**config.mk**
```make
export PLATFORM = sky130hd
export DESIGN_NAME = qam_iq_interleaver
export DESIGN_NICKNAME = d
export VERILOG_FILES = /design/src/rtl/qam_pkg.sv /design/src/rtl/qam_pair_fifo.sv /design/src/rtl/qam_iq_interleaver.sv
export SDC_FILE = /design/constraint.sdc
export NUM_CORES = 1
export LEC_CHECK = 0
export ABC_AREA = 1
export BUFFER_PORTS_ARGS = -buffer_cell sky130_fd_sc_hd__buf_4
export CAP_MARGIN = 40
export CELL_PAD_IN_SITES_DETAIL_PLACEMENT = 1
export CELL_PAD_IN_SITES_GLOBAL_PLACEMENT = 1
export CORE_AREA = 4 4 232 234
export DETAILED_ROUTE_END_ITERATION = 6
export DIE_AREA = 0 0 236 238
export PLACE_DENSITY = 0.7
export SLEW_MARGIN = 20
export SYNTH_ARGS = -nofsm -noshare
export SYNTH_HDL_FRONTEND = slang
export SYNTH_SLANG_ARGS = --single-unit
```
**constraint.sdc**
```tcl
create_clock -name clk -period 4.3 [get_ports clk]
set_clock_uncertainty 0.2 [all_clocks]
set_input_delay 0.86 -clock clk [delete_from_list [all_inputs] [get_ports clk]]
set_output_delay 0.86 -clock clk [all_outputs]
set_load 0.005 [all_outputs]
```
**src/rtl/qam_pkg.sv**
```systemverilog
// -----------------------------------------------------------------------------
// qam_pkg
// Shared types and constants for the QAM-16 transmit output stage.
//   QAM_DATA_W : default I/Q sample width
//   iq_state_t : output sequencer states (IDLE, SEND_I, SEND_Q)
//   iq_pair_t  : one modulated {i, q} sample pair at the default width
// -----------------------------------------------------------------------------
package qam_pkg;

    localparam int QAM_DATA_W = 32;

    typedef enum logic [1:0] {
        IDLE   = 2'd0,
        SEND_I = 2'd1,
        SEND_Q = 2'd2
    } iq_state_t;

    typedef struct packed {
        logic signed [QAM_DATA_W-1:0] i;
        logic signed [QAM_DATA_W-1:0] q;
    } iq_pair_t;

endpackage

```
**src/rtl/qam_pair_fifo.sv**
```systemverilog
// -----------------------------------------------------------------------------
// qam_pair_fifo
// Circular buffer of packed {I,Q} sample pairs. Push is ignored when full and
// pop is ignored when empty; the caller decides what a refused push means.
// Ports:
//   clk, reset        : rising-edge clock, synchronous active-high reset
//   push, push_data   : write one pair (WIDTH bits, {i, q})
//   pop, pop_data     : pop_data always shows the head; pop advances it
//   full, empty       : derived from the registered level
//   level             : number of stored pairs (0..DEPTH)
// -----------------------------------------------------------------------------
module qam_pair_fifo #(
    parameter int WIDTH = 64,
    parameter int DEPTH = 8
) (
    input  logic                         clk,
    input  logic                         reset,
    input  logic                         push,
    input  logic [WIDTH-1:0]             push_data,
    input  logic                         pop,
    output logic [WIDTH-1:0]             pop_data,
    output logic                         full,
    output logic                         empty,
    output logic [$clog2(DEPTH+1)-1:0]   level
);

    localparam int PTR_W = $clog2(DEPTH);
    localparam int LVL_W = $clog2(DEPTH+1);

    logic [WIDTH-1:0] mem [DEPTH];
    logic [PTR_W-1:0] wr_ptr;
    logic [PTR_W-1:0] rd_ptr;
    logic             do_push;
    logic             do_pop;

    assign full     = (level == LVL_W'(DEPTH));
    assign empty    = (level == '0);
    assign do_push  = push & ~full;
    assign do_pop   = pop & ~empty;
    assign pop_data = mem[rd_ptr];

    // Storage carries no reset; only pointers and level define validity.
    always_ff @(posedge clk) begin
        if (do_push) begin
            mem[wr_ptr] <= push_data;
        end
    end

    // Pointers wrap naturally because DEPTH is a power of two.
    always_ff @(posedge clk) begin
        if (reset) begin
            wr_ptr <= '0;
            rd_ptr <= '0;
            level  <= '0;
        end else begin
            if (do_push) begin
                wr_ptr <= wr_ptr + PTR_W'(1);
            end
            if (do_pop) begin
                rd_ptr <= rd_ptr + PTR_W'(1);
            end
            case ({do_push, do_pop})
                2'b10:   level <= level + LVL_W'(1);
                2'b01:   level <= level - LVL_W'(1);
                default: level <= level;
            endcase
        end
    end

endmodule

```
**src/rtl/qam_iq_interleaver.sv**
```systemverilog
// -----------------------------------------------------------------------------
// qam_iq_interleaver
// Output stage of the QAM-16 transmit chain. Captures each modulated I/Q pair
// on in_valid into a small FIFO and replays the pairs as an I-then-Q word
// stream on a valid/ready interface. The modulator cannot be stalled, so a
// pair arriving while the FIFO is full is dropped and flagged.
// Ports:
//   clk, reset          : rising-edge clock, synchronous active-high reset
//   in_valid, in_i, in_q: modulator sample pair (no backpressure)
//   out_valid, out_ready: output handshake
//   out_data, out_is_q  : current word, 0 = I word, 1 = Q word
//   level               : pairs stored in the FIFO (excludes pair being sent)
//   overflow            : sticky drop flag, cleared only by reset
// Optional (macro QAM_IQ_INTERLEAVER_STATS_EN):
//   drop_count          : dropped pairs, saturating at 16'hFFFF
//   pair_count          : completed Q transfers, wrapping
// -----------------------------------------------------------------------------
module qam_iq_interleaver
    import qam_pkg::*;
#(
    parameter int DATA_W = QAM_DATA_W,
    parameter int DEPTH  = 8
) (
    input  logic                         clk,
    input  logic                         reset,
    input  logic                         in_valid,
    input  logic signed [DATA_W-1:0]     in_i,
    input  logic signed [DATA_W-1:0]     in_q,
    output logic                         out_valid,
    input  logic                         out_ready,
    output logic signed [DATA_W-1:0]     out_data,
    output logic                         out_is_q,
    output logic [$clog2(DEPTH+1)-1:0]   level,
    output logic                         overflow
`ifdef QAM_IQ_INTERLEAVER_STATS_EN
    ,
    output logic [15:0]                  drop_count,
    output logic [15:0]                  pair_count
`endif
);

    iq_state_t                state;
    logic                     push;
    logic                     drop;
    logic                     pop;
    logic                     full;
    logic                     empty;
    logic [2*DATA_W-1:0]      push_data;
    logic [2*DATA_W-1:0]      pop_data;
    logic signed [DATA_W-1:0] head_i;
    logic signed [DATA_W-1:0] head_q;
    logic signed [DATA_W-1:0] hold_q_p1;

    // Full is judged on the registered level, so a pop in the same cycle
    // never makes room for this cycle's push.
    assign push      = in_valid & ~full;
    assign drop      = in_valid & full;
    assign push_data = {in_i, in_q};
    assign head_i    = pop_data[2*DATA_W-1:DATA_W];
    assign head_q    = pop_data[DATA_W-1:0];

    // Pop from IDLE, or back-to-back after the Q word is accepted.
    assign pop = ~empty & ((state == IDLE) | ((state == SEND_Q) & out_ready));

    qam_pair_fifo #(
        .WIDTH (2*DATA_W),
        .DEPTH (DEPTH)
    ) u_fifo (
        .clk       (clk),
        .reset     (reset),
        .push      (push),
        .push_data (push_data),
        .pop       (pop),
        .pop_data  (pop_data),
        .full      (full),
        .empty     (empty),
        .level     (level)
    );

    // ---- Output stage: hold registers and I/Q sequencer ----
    always_ff @(posedge clk) begin
        if (reset) begin
            state     <= IDLE;
            out_valid <= 1'b0;
            out_data  <= '0;
            out_is_q  <= 1'b0;
        end else begin
            case (state)
                IDLE: begin
                    if (!empty) begin
                        out_data  <= head_i;
                        hold_q_p1 <= head_q;
                        out_is_q  <= 1'b0;
                        out_valid <= 1'b1;
                        state     <= SEND_I;
                    end else begin
                        out_valid <= 1'b0;
                    end
                end
                SEND_I: begin
                    if (out_ready) begin
                        out_data <= hold_q_p1;
                        out_is_q <= 1'b1;
                        state    <= SEND_Q;
                    end
                end
                SEND_Q: begin
                    if (out_ready) begin
                        if (!empty) begin
                            out_data  <= head_i;
                            hold_q_p1 <= head_q;
                            out_is_q  <= 1'b0;
                            state     <= SEND_I;
                        end else begin
                            out_valid <= 1'b0;
                            state     <= IDLE;
                        end
                    end
                end
                default: begin
                    out_valid <= 1'b0;
                    state     <= IDLE;
                end
            endcase
        end
    end

    always_ff @(posedge clk) begin
        if (reset) begin
            overflow <= 1'b0;
        end else if (drop) begin
            overflow <= 1'b1;
        end
    end

`ifdef QAM_IQ_INTERLEAVER_STATS_EN
    function automatic logic [15:0] sat_inc16(input logic [15:0] v);
        return (v == 16'hFFFF) ? v : v + 16'd1;
    endfunction

    always_ff @(posedge clk) begin
        if (reset) begin
            drop_count <= '0;
            pair_count <= '0;
        end else begin
            if (drop) begin
                drop_count <= sat_inc16(drop_count);
            end
            if ((state == SEND_Q) && out_ready) begin
                pair_count <= pair_count + 16'd1;
            end
        end
    end
`endif

endmodule

```
==> Flow_metrics.wiki, run 1 <==
{| class="wikitable"
! Metric !! Value
|-
| Clock slew at reported path FFs || 0.06 ns
|-
| Leading cell type in the layout, fill and taps excluded || sky130_fd_sc_hd__edfxtp_1
|-
| Overall die area || 0.0562 mm^2
|-
| Count of buffers added by post-CTS timing repair for setup || 0
|-
| Post-CTS Hold Fix Bufs || 0
|-
| Worst reg2reg path startpoint || u_fifo.level[0]$_SDFFE_PP0P_
|-
| Post-placement setup slack || 1.20 ns
|-
| Kind of start point of the critical path || flip-flop
|-
| Highest clock rate || 358 MHz
|-
| Drt first-iter violations || 1186
|-
| Total iterations of the first detailed-routing run || 5
|-
| Critical hold path startpoint || overflow$_SDFFE_PP0P_
|-
| Worst hold path type || reg2reg
|-
| Routed length on met3 || 3260 um
|-
| Post-Route Utilization || 51.2%
|-
| Die Ht || 238 um
|-
| DR WL/cell || 23.3 um
|-
| Final setup fails || 0
|-
| Worst IR Drop VDD || 0.368 mV
|-
| Placed instance area || 0.0246 mm^2
|-
| Final hold vios || 0
|-
| Maximum capacitance violations || 0
|-
| Share of flip-flops with an asynchronous set or reset || 0%
|-
| Cell depth of the worst flop-to-flop path || 7
|-
| Average cell area after synthesis || 12.6 um^2
|-
| Uppermost layer routed || met5
|-
| PnR Total Power || 0.0169 W
|-
| Prevailing post-synth register cell || sky130_fd_sc_hd__edfxtp_1
|-
| Crit path kind || reg2reg
|-
| DRC violations left || 0
|-
| Reg2reg end || u_fifo.mem[6][27]$_DFFE_PP_
|-
| I/O pin count || 107
|-
| Horiz. Die Dim || 236 um
|-
| Cts repair resizes || 0
|-
| Final Cycle Share || 65.0%
|-
| Drt total wl || 62100 um
|-
| I/O Buffers || 106
|-
| Worst slack on hold paths || 0.251 ns
|-
| Flip-flop and latch area || 0.0173 mm^2
|-
| Final worst-path setup slack || 1.51 ns
|-
| Result of the run || finished clean
|-
| # rows || 84
|-
| Global-route congestion overflow total || 0
|-
| Final max-slew violation count || 0
|-
| Yosys warning count || 0
|-
| Fraction of the yosys area taken by sequential cells || 75.1%
|-
| Commonest cells after routing, fill and taps aside || 544 x sky130_fd_sc_hd__edfxtp_1, 348 x sky130_fd_sc_hd__nor2_1, 210 x sky130_fd_sc_hd__o21ai_0
|-
| Worst relative slew slack || 42.8%
|-
| Largest fanout on the critical path || 26
|-
| Final Net Count || 1995
|-
| Vias in the first global route || 15.7k
|-
| Worst Tran Pin Value || 0.856 ns
|-
| Largest net degree at the start of global routing || 149
|-
| Post-synthesis cell count || 1832
|-
| Setup slack of the worst register-to-register path || 1.51 ns
|-
| Endpoint type of the worst setup path || flip-flop
|-
| Multi-input combinational cell area || 0.00506 mm^2
|-
| Count of flip-flops with a built-in enable after synthesis || 544
|-
| Number of H-tree branching levels || 2
|-
| Detailed-route vias per instance || 5.62
|-
| Number of antenna violations at the first check in global routing || 5
|-
| Final ANT Viol Nets || 0
|-
| Share of final-layout standard cells stronger than drive strength 1 || 13.2%
|-
| Synth Net Count || 1905
|-
| Global placer's final weighted congestion || 0.767
|-
| Clk_lat worst skew || 0.63 ns
|-
| Unrepaired setup endpoints after global routing || false
|-
| Number of buffers created by CTS || 60
|-
| Seq cells post-synth || 594
|-
| Synthesized area || 0.0231 mm^2
|-
| Detailed-route via count || 15.0k
|-
| Pwr/cell area || 634 mW/mm^2
|-
| Data arrival time of the critical path || 2.90 ns
|-
| Final Cell Area || 0.0266 mm^2
|-
| Total length of routed met2 wires || 29800 um
|-
| Total routing usage reported by global routing || 21.5%
|-
| Sink Count || 594
|-
| Initial Utilization || 44.4%
|-
| Placeable core region || 0.0520 mm^2
|-
| Worst min-delay path endpoint || overflow$_SDFFE_PP0P_
|-
| Metal1 wirelength || 27400 um
|-
| Worst Path Required || 4.41 ns
|-
| Clock tree root driver cell || sky130_fd_sc_hd__clkbuf_16
|-
| Cell leakage power || 9.28 nW
|-
| Tmin final || 2.79 ns
|-
| Max Buffers Root-to-Sink || 3
|-
| Fillcell total || 5297
|-
| First-pass GRT wire length || 94200 um
|-
| Detailed Place HPWL || 35400 um
|-
| Relative area change from synthesis to final layout || 15.4%
|-
| Worst hold stages || 2
|-
| Clock tree from TritonCTS || built
|-
| Number of distinct library cells after synthesis || 28
|}
## per-stage QoR
stage	instances	setup TNS, ns
floorplan	1832	-97.59
detailed placement	2546	0
global placement	2545	0
CTS	2659	0
finish	2663	0
global route	2662	0
## worst max path at each step
stage | from | end | slack [ns] | depth (start not counted)
after floorplan | in_valid | u_fifo.mem[0][0]$_DFFE_PP_ | -0.26 | 4
after global placement | in_valid | u_fifo.mem[6][28]$_DFFE_PP_ | 1.29 | 6
after detailed placement | in_valid | u_fifo.mem[6][24]$_DFFE_PP_ | 1.20 | 6
after CTS | u_fifo.level[0]$_SDFFE_PP0P_ | u_fifo.mem[6][42]$_DFFE_PP_ | 1.51 | 7
after global routing | u_fifo.level[0]$_SDFFE_PP0P_ | u_fifo.mem[6][34]$_DFFE_PP_ | 1.38 | 7
final | u_fifo.level[0]$_SDFFE_PP0P_ | u_fifo.mem[6][27]$_DFFE_PP_ | 1.51 | 7
## synthesized netlist by cell type, types with 10 or more instances
cell                       instances  area [um^2]
sky130_fd_sc_hd__dfxtp_1          50         1000
sky130_fd_sc_hd__edfxtp_1        544        16300
sky130_fd_sc_hd__nor2_1          358         1340
sky130_fd_sc_hd__buf_6            14          158
sky130_fd_sc_hd__nand2_1         196          736
sky130_fd_sc_hd__a31oi_1          33          206
sky130_fd_sc_hd__buf_2            35          175
sky130_fd_sc_hd__a22oi_1          27          203
sky130_fd_sc_hd__buf_1            10         37.5
sky130_fd_sc_hd__o21ai_1          15         75.1
sky130_fd_sc_hd__nand3_1         161          806
sky130_fd_sc_hd__clkbuf_1         44          165
sky130_fd_sc_hd__a21oi_1          43          215
sky130_fd_sc_hd__o21ai_0         210         1050
sky130_fd_sc_hd__inv_1            24         90.1
sky130_fd_sc_hd__buf_4            13         97.6
sky130_fd_sc_hd__o22ai_1          32          200
## critical path, stage by stage, from the launching register on
cell                      delay [ns]
sky130_fd_sc_hd__dfxtp_1        0.44
sky130_fd_sc_hd__nor2_1         0.13
sky130_fd_sc_hd__nand3_1        0.08
sky130_fd_sc_hd__nand2_1        0.19
sky130_fd_sc_hd__inv_1          0.13
sky130_fd_sc_hd__nand2_1        0.25
sky130_fd_sc_hd__nor2_4         0.74
sky130_fd_sc_hd__buf_12         0.30
## metal layers
metal	track usage [%]	vias up
met3	3.77	111
li1	-	6800
met2	34.9	379
met5	0	-
met1	29.8	7669
met4	7.56	2
## sequential cells by signal (all words and copies together), names as in the netlist, named ones only
name / count
u_fifo.rd_ptr: 3
u_fifo.wr_ptr: 3
out_is_q: 1
u_fifo.mem: 512
out_valid: 1
u_fifo.level: 4
out_data: 32
overflow: 1
hold_q_p1: 32
state: 2
## cell families after synthesis
logic type,synth area share [%]
buffers and inverters,3.27
flip-flops,75.1
AND/OR/NAND/NOR,12.9
AO/OA/AOI/OAI,8.45
adder cells (fa/ha/maj),0.271
XOR/XNOR,0.0380
## area by class of cell
cell class / count / area share [%]
repair buffers: 147 / 4.84
inverters: 26 / 0.399
multi-input cells: 1093 / 19.0
well taps: 688 / 3.23
clock buffers: 88 / 6.52
flip-flops and latches: 594 / 65.1
diodes: 2 / 0.0188
clock inverters: 25 / 0.878
## power by group
group / total, W / switching [W] / internal, W
clock network: 0.00515 / 0.00218 / 0.00298
logic: 0.00447 / 0.00310 / 0.00137
registers: 0.00727 / 0.000316 / 0.00695
total: 0.0169 / 0.00559 / 0.0113
Note: power is estimated with default switching activity, not from simulation.
==> inputs of run 2 (changes only) <==
- clock period: 4.3 -> 2.5 ns (I/O delays scaled with it)
==> run 2 against run 1 <==
  * Worst setup slack got worse by 1.3 ns
  * Utilization up 1.6 points
  * Global-route usage rose by 0.76 points
  * Fmax rose by 21%
  * Critical path type unchanged
  * Largest cell class unchanged
  * Largest power group unchanged
==> Flow_metrics.wiki, run 2 (same netlist as run 1, synthesis figures left out) <==
{| class="wikitable"
! Metric !! Value
|-
| Tmin final || 2.31 ns (was 2.79 ns)
|-
| Post-Route Utilization || 52.8% (was 51.2%)
|-
| Detailed-route via count || 15.3k (was 15.0k)
|-
| Total Negative Setup Slacks || 0 ns (unchanged)
|-
| Worst IR Drop VDD || 0.628 mV (was 0.368 mV)
|-
| Worst Path Required || 2.81 ns (was 4.41 ns)
|-
| Max Buffers Root-to-Sink || 3 (unchanged)
|-
| Maximum capacitance violations || 0 (unchanged)
|-
| Final ANT Viol Nets || 0 (unchanged)
|-
| Leading cell type in the layout, fill and taps excluded || sky130_fd_sc_hd__edfxtp_1 (unchanged)
|-
| Kind of start point of the critical path || flip-flop (unchanged)
|-
| Crit path max-delay cell type || sky130_fd_sc_hd__dfxtp_1 (was sky130_fd_sc_hd__nor2_4)
|-
| Worst hold path type || in2reg (was reg2reg)
|-
| Drt total wl || 63400 um (was 62100 um)
|-
| Total routing usage reported by global routing || 22.3% (was 21.5%)
|-
| Share of final-layout standard cells stronger than drive strength 1 || 12.9% (was 13.2%)
|-
| Global placer's final weighted congestion || 0.767 (about the same)
|-
| Flip-flop count of the largest register, all copies and words added || 512 (unchanged)
|-
| Final max-slew violation count || 0 (unchanged)
|-
| Final hold vios || 0 (unchanged)
|-
| Cell depth of the worst flop-to-flop path || 14 (was 7)
|-
| Logic depth of the worst path, buffers included || 14 (was 7)
|-
| Setup slack of the worst register-to-register path || 0.19 ns (was 1.51 ns)
|-
| Detailed-route vias per instance || 5.60 (was 5.62)
|-
| Relative area change from synthesis to final layout || 18.9% (was 15.4%)
|-
| Endpoint type of the worst setup path || flip-flop (unchanged)
|-
| Total iterations of the first detailed-routing run || 5 (unchanged)
|-
| Clk_lat worst skew || 0.64 ns (was 0.63 ns)
|-
| Series of cell instances along the critical path || inv_1, nor2_1, nand2_1, nand3_2, inv_1, ha_1, nand2_1, inv_1, nor2_1, ha_1, a21oi_1, xnor2_1, o21ai_0, inv_1 (was nor2_1, nand3_1, nand2_1, inv_1, nand2_1, nor2_4, buf_12)
|-
| Cell leakage power || 9.62 nW (was 9.28 nW)
|-
| Global-route congestion overflow total || 0 (unchanged)
|-
| Number of buffers created by CTS || 60 (unchanged)
|-
| Largest fanout on the critical path || 4 (was 26)
|-
| Biggest registers after layout || u_fifo.mem x512, hold_q_p1 x32, out_data x32 (unchanged)
|-
| Number of antenna violations at the first check in global routing || 4 (was 5)
|-
| Placeable core region || 0.0520 mm^2 (unchanged)
|-
| Initial Utilization || 44.4% (unchanged)
|-
| Unrepaired setup endpoints after global routing || false (unchanged)
|-
| Crit path capture || u_fifo.level[2]$_SDFFE_PP0P_ (was u_fifo.mem[6][27]$_DFFE_PP_)
|-
| Largest reg by FF count || u_fifo.mem (unchanged)
|-
| Data arrival time of the critical path || 2.62 ns (was 2.90 ns)
|-
| Crit path top cell by count || sky130_fd_sc_hd__inv_1 (was sky130_fd_sc_hd__nand2_1)
|-
| Detailed Place HPWL || 36400 um (was 35400 um)
|-
| First-pass GRT wire length || 96800 um (was 94200 um)
|-
| DR WL/cell || 23.1 um (was 23.3 um)
|-
| Horiz. Die Dim || 236 um (unchanged)
|-
| Worst relative slew slack || 47.1% (was 42.8%)
|-
| Crit path kind || reg2reg (unchanged)
|-
| Vias in the first global route || 15.9k (was 15.7k)
|-
| Worst path buffer plus inverter count || 4 (was 2)
|-
| Family with the most delay on the worst path || simple AND/OR/NAND/NOR gates (unchanged)
|-
| DRC violations left || 0 (unchanged)
|-
| Final setup fails || 0 (unchanged)
|-
| Clock slew at reported path FFs || 0.06 ns (about the same)
|-
| Die Ht || 238 um (unchanged)
|-
| I/O pin count || 107 (unchanged)
|-
| Count of buffers added by post-CTS timing repair for setup || 0 (unchanged)
|-
| Worst Tran Pin Value || 0.793 ns (was 0.856 ns)
|-
| Sink Count || 594 (unchanged)
|-
| Reg2reg end || u_fifo.level[2]$_SDFFE_PP0P_ (was u_fifo.mem[6][27]$_DFFE_PP_)
|-
| Number of diodes added for antenna fixing || 0 (was 2)
|-
| Clock tree root driver cell || sky130_fd_sc_hd__clkbuf_16 (unchanged)
|-
| # rows || 84 (unchanged)
|-
| Setup crit start || state[1]$_SDFFE_PP0P_ (was u_fifo.level[0]$_SDFFE_PP0P_)
|-
| I/O Buffers || 106 (unchanged)
|-
| Worst reg2reg path startpoint || state[1]$_SDFFE_PP0P_ (was u_fifo.level[0]$_SDFFE_PP0P_)
|-
| Result of the run || finished clean (unchanged)
|-
| Final Net Count || 2074 (was 1995)
|-
| PnR Total Power || 0.0291 W (was 0.0169 W)
|-
| Highest clock rate || 434 MHz (was 358 MHz)
|-
| Overall die area || 0.0562 mm^2 (unchanged)
|-
| Clock tree from TritonCTS || built (unchanged)
|-
| Commonest cells after routing, fill and taps aside || 544 x sky130_fd_sc_hd__edfxtp_1, 347 x sky130_fd_sc_hd__nor2_1, 210 x sky130_fd_sc_hd__o21ai_0 (was 544 x sky130_fd_sc_hd__edfxtp_1, 348 x sky130_fd_sc_hd__nor2_1, 210 x sky130_fd_sc_hd__o21ai_0)
|-
| Number of H-tree branching levels || 2 (unchanged)
|-
| Largest net degree at the start of global routing || 101 (was 149)
|-
| Largest stage delay on the critical path || 0.35 ns (was 0.74 ns)
|-
| Drt first-iter violations || 1242 (was 1186)
|-
| Final Cycle Share || 92.2% (was 65.0%)
|-
| Pwr/cell area || 1060 mW/mm^2 (was 634 mW/mm^2)
|}
[run 2: cell count changes in the layout (fill, tap and decap cells not counted), sizes merged]
cell,before,now
bufinv,3,2
dlygate4sd3,0,66
clkinv,19,20
diode,2,0
inv,26,28
clkinvlp,3,0
buf,147,160
[run 2: per-layer routing]
layer	track usage (%)	wire [um]	up-vias
li1	-	-	6940
met1	30.8	27500	7869
met2	37.4	31000	433
met3	4.02	3670	86
met4	5.16	1190	2
met5	0	10	-
[run 2: timing repair]
action                                 in CTS  in global routing
endpoints found under the hold margin     517                  0
setup endpoints to repair                   0                  1
resized for setup                           0                  1
hold buffers                               66                  0
[run 2: layout make-up]
class	count	area [um^2]
clock buffers	88	1690
clock inverters	24	188
fillers	5258	24600
inverters	26	106
multi-input cells	1093	5070
flip-flops and latches	594	17300
well taps	688	861
repair buffers	226	2190
[run 2: worst min-delay path by stage]
stage | startpoint | endpoint | cells after the start
floorplan | overflow$_SDFFE_PP0P_ | overflow$_SDFFE_PP0P_ | 2
global route | out_ready | state[0]$_SDFFE_PP0P_ | 4
global placement | overflow$_SDFFE_PP0P_ | overflow$_SDFFE_PP0P_ | 2
finish | out_ready | state[0]$_SDFFE_PP0P_ | 4
CTS | out_ready | state[0]$_SDFFE_PP0P_ | 4
detailed placement | overflow$_SDFFE_PP0P_ | overflow$_SDFFE_PP0P_ | 2
[run 2: where the power goes]
part / internal, W / leakage (nW) / switching [W]
clock: 0.00489 / 0.919 / 0.00373
combinational: 0.00261 / 3.34 / 0.00540
sequential: 0.0120 / 5.36 / 0.000501
[run 2: metrics by stage]
step / instances / hold slack, ns / cell area, um^2 / setup WS [ns]
floorplan: 1832 / 0.247 / 23100 / -0.679
global placement: 2561 / 0.241 / 24900 / 0.113
detailed placement: 2561 / 0.248 / 24900 / 0.0496
CTS: 2739 / 0.0112 / 27400 / 0.150
global route: 2739 / 0.0347 / 27400 / 0.00176
finish: 2739 / 0.0502 / 27400 / 0.194
[run 2: worst reg2reg max path: stages (launching register included)]
cell                      delay (ns)
sky130_fd_sc_hd__dfxtp_1        0.35
sky130_fd_sc_hd__inv_1          0.07
sky130_fd_sc_hd__nor2_1         0.13
sky130_fd_sc_hd__nand2_1        0.12
sky130_fd_sc_hd__nand3_2        0.10
sky130_fd_sc_hd__inv_1          0.06
sky130_fd_sc_hd__ha_1           0.23
sky130_fd_sc_hd__nand2_1        0.12
sky130_fd_sc_hd__inv_1          0.05
sky130_fd_sc_hd__nor2_1         0.17
sky130_fd_sc_hd__ha_1           0.20
sky130_fd_sc_hd__a21oi_1        0.05
sky130_fd_sc_hd__xnor2_1        0.14
sky130_fd_sc_hd__o21ai_0        0.17
sky130_fd_sc_hd__inv_1          0.05
==> inputs of run 3 (changes only) <==
- ABC_AREA: 1 -> not set
- CORE_AREA: 4 4 232 234 -> 2 2 219 221
- DIE_AREA: 0 0 236 238 -> 0 0 221 223
- PLACE_DENSITY: 0.7 -> 0.71
- SETUP_SLACK_MARGIN: not set -> 0.3
==> run 3 against run 2 <==
  * Utilization grew 9.1 points
  * Global-route usage shrank 1.1 points
  * Non-clock buffer count grew 83
  * Critical path type unchanged
  * Worst setup slack lost 0.16 ns
  * Register-to-register slack lost 0.16 ns
==> Flow_metrics.wiki, run 3 <==
{| class="wikitable"
! Metric !! Value
|-
| Result of the run || finished clean (unchanged)
|-
| Final hold vios || 0 (unchanged)
|-
| PnR Total Power || 0.0292 W (was 0.0291 W)
|-
| Worst IR Drop VDD || 0.745 mV (was 0.628 mV)
|-
| Worst Path Required || 2.68 ns (was 2.81 ns)
|-
| Cell depth of the worst flop-to-flop path || 10 (was 14)
|-
| Final ANT Viol Nets || 0 (unchanged)
|-
| Pwr/cell area || 1000 mW/mm^2 (was 1060 mW/mm^2)
|-
| # rows || 80 (was 84)
|-
| Number of antenna violations at the first check in global routing || 2 (was 4)
|-
| Fillcell total || 3881 (was 5258)
|-
| DR WL/cell || 29.9 um (was 23.1 um)
|-
| Final max-slew violation count || 0 (unchanged)
|-
| Placeable core region || 0.0471 mm^2 (was 0.0520 mm^2)
|-
| Worst relative slew slack || 58.6% (was 47.1%)
|-
| Total routing usage reported by global routing || 21.2% (was 22.3%)
|-
| Sink Count || 594 (unchanged)
|-
| Prevailing post-synth register cell || sky130_fd_sc_hd__edfxtp_1 (unchanged)
|-
| I/O Buffers || 106 (unchanged)
|-
| Flip-flop and latch area || 0.0174 mm^2 (was 0.0173 mm^2)
|-
| Detailed-route via count || 12.1k (was 15.3k)
|-
| Unrepaired setup endpoints after global routing || true (was false)
|-
| Count of flip-flops with a built-in enable after synthesis || 544 (unchanged)
|-
| Largest fanout on the critical path || 7 (was 4)
|-
| Endpoint type of the worst setup path || flip-flop (unchanged)
|-
| Share of flip-flops with an asynchronous set or reset || 0% (unchanged)
|-
| Relative area change from synthesis to final layout || 27.5% (was 18.9%)
|-
| DRC violations left || 0 (unchanged)
|-
| Detailed-route vias per instance || 5.95 (was 5.60)
|-
| Synth Net Count || 1134 (was 1905)
|-
| Initial Utilization || 48.5% (was 44.4%)
|-
| Multi-input combinational cell area || 0.00526 mm^2 (was 0.00507 mm^2)
|-
| Worst Tran Pin Value || 0.621 ns (was 0.793 ns)
|-
| Reg2reg end || u_fifo.mem[3][6]$_DFFE_PP_ (was u_fifo.level[2]$_SDFFE_PP0P_)
|-
| Clock tree from TritonCTS || built (unchanged)
|-
| Post-placement setup slack || -0.00679 ns (was 0.0496 ns)
|-
| Worst slack on hold paths || 0.0812 ns (was 0.0502 ns)
|-
| Number of H-tree branching levels || 2 (unchanged)
|-
| Detailed Place HPWL || 29000 um (was 36400 um)
|-
| Final worst-path setup slack || 0.0333 ns (was 0.194 ns)
|-
| Setup crit start || u_fifo.level[1]$_SDFFE_PP0P_ (was state[1]$_SDFFE_PP0P_)
|-
| Cells taking the most area after synthesis || sky130_fd_sc_hd__edfxtp_1 71%, sky130_fd_sc_hd__mux4_2 10%, sky130_fd_sc_hd__dfxtp_1 4.4% (was sky130_fd_sc_hd__edfxtp_1 71%, sky130_fd_sc_hd__nor2_1 5.8%, sky130_fd_sc_hd__o21ai_0 4.6%)
|-
| Largest net degree at the start of global routing || 65 (was 101)
|-
| Drt first-iter violations || 1309 (was 1242)
|-
| Tmin final || 2.47 ns (was 2.31 ns)
|-
| Overall die area || 0.0493 mm^2 (was 0.0562 mm^2)
|-
| Total iterations of the first detailed-routing run || 5 (unchanged)
|-
| Crit path max-delay cell type || sky130_fd_sc_hd__or4b_4 (was sky130_fd_sc_hd__dfxtp_1)
|-
| First-pass GRT wire length || 78100 um (was 96800 um)
|-
| Worst reg2reg path startpoint || u_fifo.level[1]$_SDFFE_PP0P_ (was state[1]$_SDFFE_PP0P_)
|-
| Yosys warning count || 0 (unchanged)
|-
| Leading cell type in the layout, fill and taps excluded || sky130_fd_sc_hd__edfxtp_1 (unchanged)
|-
| Clock tree root driver cell || sky130_fd_sc_hd__clkbuf_16 (unchanged)
|-
| Cell with the most instances after synthesis || sky130_fd_sc_hd__edfxtp_1 (unchanged)
|-
| Cell leakage power || 9.58 nW (was 9.62 nW)
|-
| Vias in the first global route || 12.2k (was 15.9k)
|-
| Highest clock rate || 405 MHz (was 434 MHz)
|-
| Data arrival time of the critical path || 2.64 ns (was 2.62 ns)
|-
| Horiz. Die Dim || 221 um (was 236 um)
|-
| Die Ht || 223 um (was 238 um)
|-
| Post-Route Utilization || 61.8% (was 52.8%)
|-
| Placed instance area || 0.0250 mm^2 (was 0.0249 mm^2)
|-
| Synthesized area || 0.0229 mm^2 (was 0.0231 mm^2)
|-
| Post-synthesis cell count || 1061 (was 1832)
|-
| Maximum capacitance violations || 0 (unchanged)
|-
| Worst hold path type || in2reg (unchanged)
|-
| Biggest registers after layout || u_fifo.mem x512, hold_q_p1 x32, out_data x32 (unchanged)
|-
| Average cell area after synthesis || 21.5 um^2 (was 12.6 um^2)
|-
| Most numerous cell types in the synthesized netlist || 544 x sky130_fd_sc_hd__edfxtp_1, 103 x sky130_fd_sc_hd__mux4_2, 65 x sky130_fd_sc_hd__mux2_2 (was 544 x sky130_fd_sc_hd__edfxtp_1, 358 x sky130_fd_sc_hd__nor2_1, 210 x sky130_fd_sc_hd__o21ai_0)
|-
| Top cell type by total area after synthesis || sky130_fd_sc_hd__edfxtp_1 (unchanged)
|-
| Final Net Count || 1440 (was 2074)
|-
| Global-route congestion overflow total || 0 (unchanged)
|-
| Setup slack of the worst register-to-register path || 0.03 ns (was 0.19 ns)
|-
| Seq cells post-synth || 594 (unchanged)
|-
| Global placer's final weighted congestion || 0.732 (was 0.767)
|-
| Fraction of the yosys area taken by sequential cells || 75.8% (was 75.1%)
|-
| Share of final-layout standard cells stronger than drive strength 1 || 39.2% (was 12.9%)
|-
| Flip-flop count of the largest register, all copies and words added || 512 (unchanged)
|-
| Final setup fails || 0 (unchanged)
|-
| Final Cycle Share || 98.7% (was 92.2%)
|-
| Number of buffers created by CTS || 58 (was 60)
|-
| Commonest cells after routing, fill and taps aside || 544 x sky130_fd_sc_hd__edfxtp_1, 145 x sky130_fd_sc_hd__buf_4, 103 x sky130_fd_sc_hd__mux4_2 (was 544 x sky130_fd_sc_hd__edfxtp_1, 347 x sky130_fd_sc_hd__nor2_1, 210 x sky130_fd_sc_hd__o21ai_0)
|-
| I/O pin count || 107 (unchanged)
|-
| Share of the synthesized area in the top cell type || 71.5% (was 70.8%)
|-
| Crit path kind || reg2reg (unchanged)
|-
| Clk_lat worst skew || 0.63 ns (was 0.64 ns)
|-
| Final Cell Area || 0.0292 mm^2 (was 0.0274 mm^2)
|-
| Series of cell instances along the critical path || or4b_4, buf_6, buf_6, nand3_4, buf_12, buf_6, nor2_4, buf_12, buf_4, buf_12 (was inv_1, nor2_1, nand2_1, nand3_2, inv_1, ha_1, nand2_1, inv_1, nor2_1, ha_1, a21oi_1, xnor2_1, o21ai_0, inv_1)
|-
| Largest stage delay on the critical path || 0.57 ns (was 0.35 ns)
|-
| Clock slew at reported path FFs || 0.06 ns (about the same)
|-
| Kind of start point of the critical path || flip-flop (unchanged)
|-
| Number of distinct library cells after synthesis || 42 (was 28)
|-
| Drt total wl || 60900 um (was 63400 um)
|-
| Crit path capture || u_fifo.mem[3][6]$_DFFE_PP_ (was u_fifo.level[2]$_SDFFE_PP0P_)
|-
| Max Buffers Root-to-Sink || 3 (unchanged)
|-
| Largest reg by FF count || u_fifo.mem (unchanged)
|}
run 3: cell count changes after synthesis, sizes merged, moves of 33 or more:
cell	previous run	this run
nand2b	0	37
nand3	163	35
nand2	197	9
mux4	0	128
nor2	358	17
a31oi	33	0
o21ai	225	6
mux2	0	65
run 3: cell type report:
cell class                 instances  area share, %
sequential                       594           59.6
multi-input combinational        401           18.1
timing repair buffer             309           13.2
clock buffer                      73           5.35
tap                              615           2.64
clock inverter                    37           1.13
inverter                           3         0.0386
antenna                            2         0.0172
run 3: timing repair:
item                                    4_1_cts  5_1_grt
cloned                                        4       43
gates resized for setup                      20       41
pin swaps                                     6       10
hold buffers                                 65        0
endpoints found under the hold margin       513        0
endpoints found under the setup margin      122      296
buffers inserted                             13       20
run 3: worst max-delay path, delay by kind of cell (launching register included):
kind / cells / cell delay, ns
buffers and inverters: 7 / 0.93
DFF: 1 / 0.36
and+or+nand+nor: 3 / 0.69
run 3: per-stage QoR:
step,setup TNS (ns),instances
after floorplan,-203.37,1061
after global placement,0,1777
after detailed placement,-0.00679,1777
after CTS,0,1969
after global routing,0,2034
final,0,2034
run 3: cells by family (layout without fill, tap and decap cells):
| kind of cell | Yosys count | in the layout | share of synthesized area (%) |
|---|---|---|---|
| mux | 194 | 194 | 16.3 |
| fa+ha+maj | 5 | 5 | 0.274 |
| compound gates | 82 | 82 | 2.85 |
| xor+xnor | 5 | 5 | 0.192 |
| buf+inv | 66 | 422 | 1.86 |
| other cells | 0 | 2 | 0 |
| flops | 594 | 594 | 75.8 |
| simple gates | 115 | 115 | 2.73 |
run 3: power breakdown:
| group | internal, W | switching, W | total, W |
|---|---|---|---|
| combinational | 0.00420 | 0.00398 | 0.00817 |
| clock | 0.00495 | 0.00381 | 0.00875 |
| sequential | 0.0118 | 0.000457 | 0.0123 |
| total | 0.0210 | 0.00824 | 0.0292 |
run 3: worst min-delay path by stage:
stage / from / end / slack (ns) / cells past startpoint
floorplan: u_fifo.rd_ptr[1]$_SDFFE_PP0N_ / flip-flop / 0.25 / 2
global placement: u_fifo.rd_ptr[1]$_SDFFE_PP0N_ / flip-flop / 0.26 / 2
detailed placement: out_data[31]$_SDFFE_PP0P_ / out_data[31]$_SDFFE_PP0P_ / 0.26 / 2
CTS: out_ready / state[0]$_SDFFE_PP0P_ / 0.06 / 4
global route: reset / u_fifo.level[1]$_SDFFE_PP0P_ / 0.08 / 2
finish: reset / u_fifo.level[1]$_SDFFE_PP0P_ / 0.08 / 2
run 3: layer usage:
metal	part of all wire [%]	track usage, %	wire, um	vias to the layer above
li1	-	-	-	5048
met1	42	30.2	25500	6505
met2	50	34.7	30400	437
met3	5.3	2.81	3240	105
met5	0	0	0	-
met4	2.9	6.26	1780	0
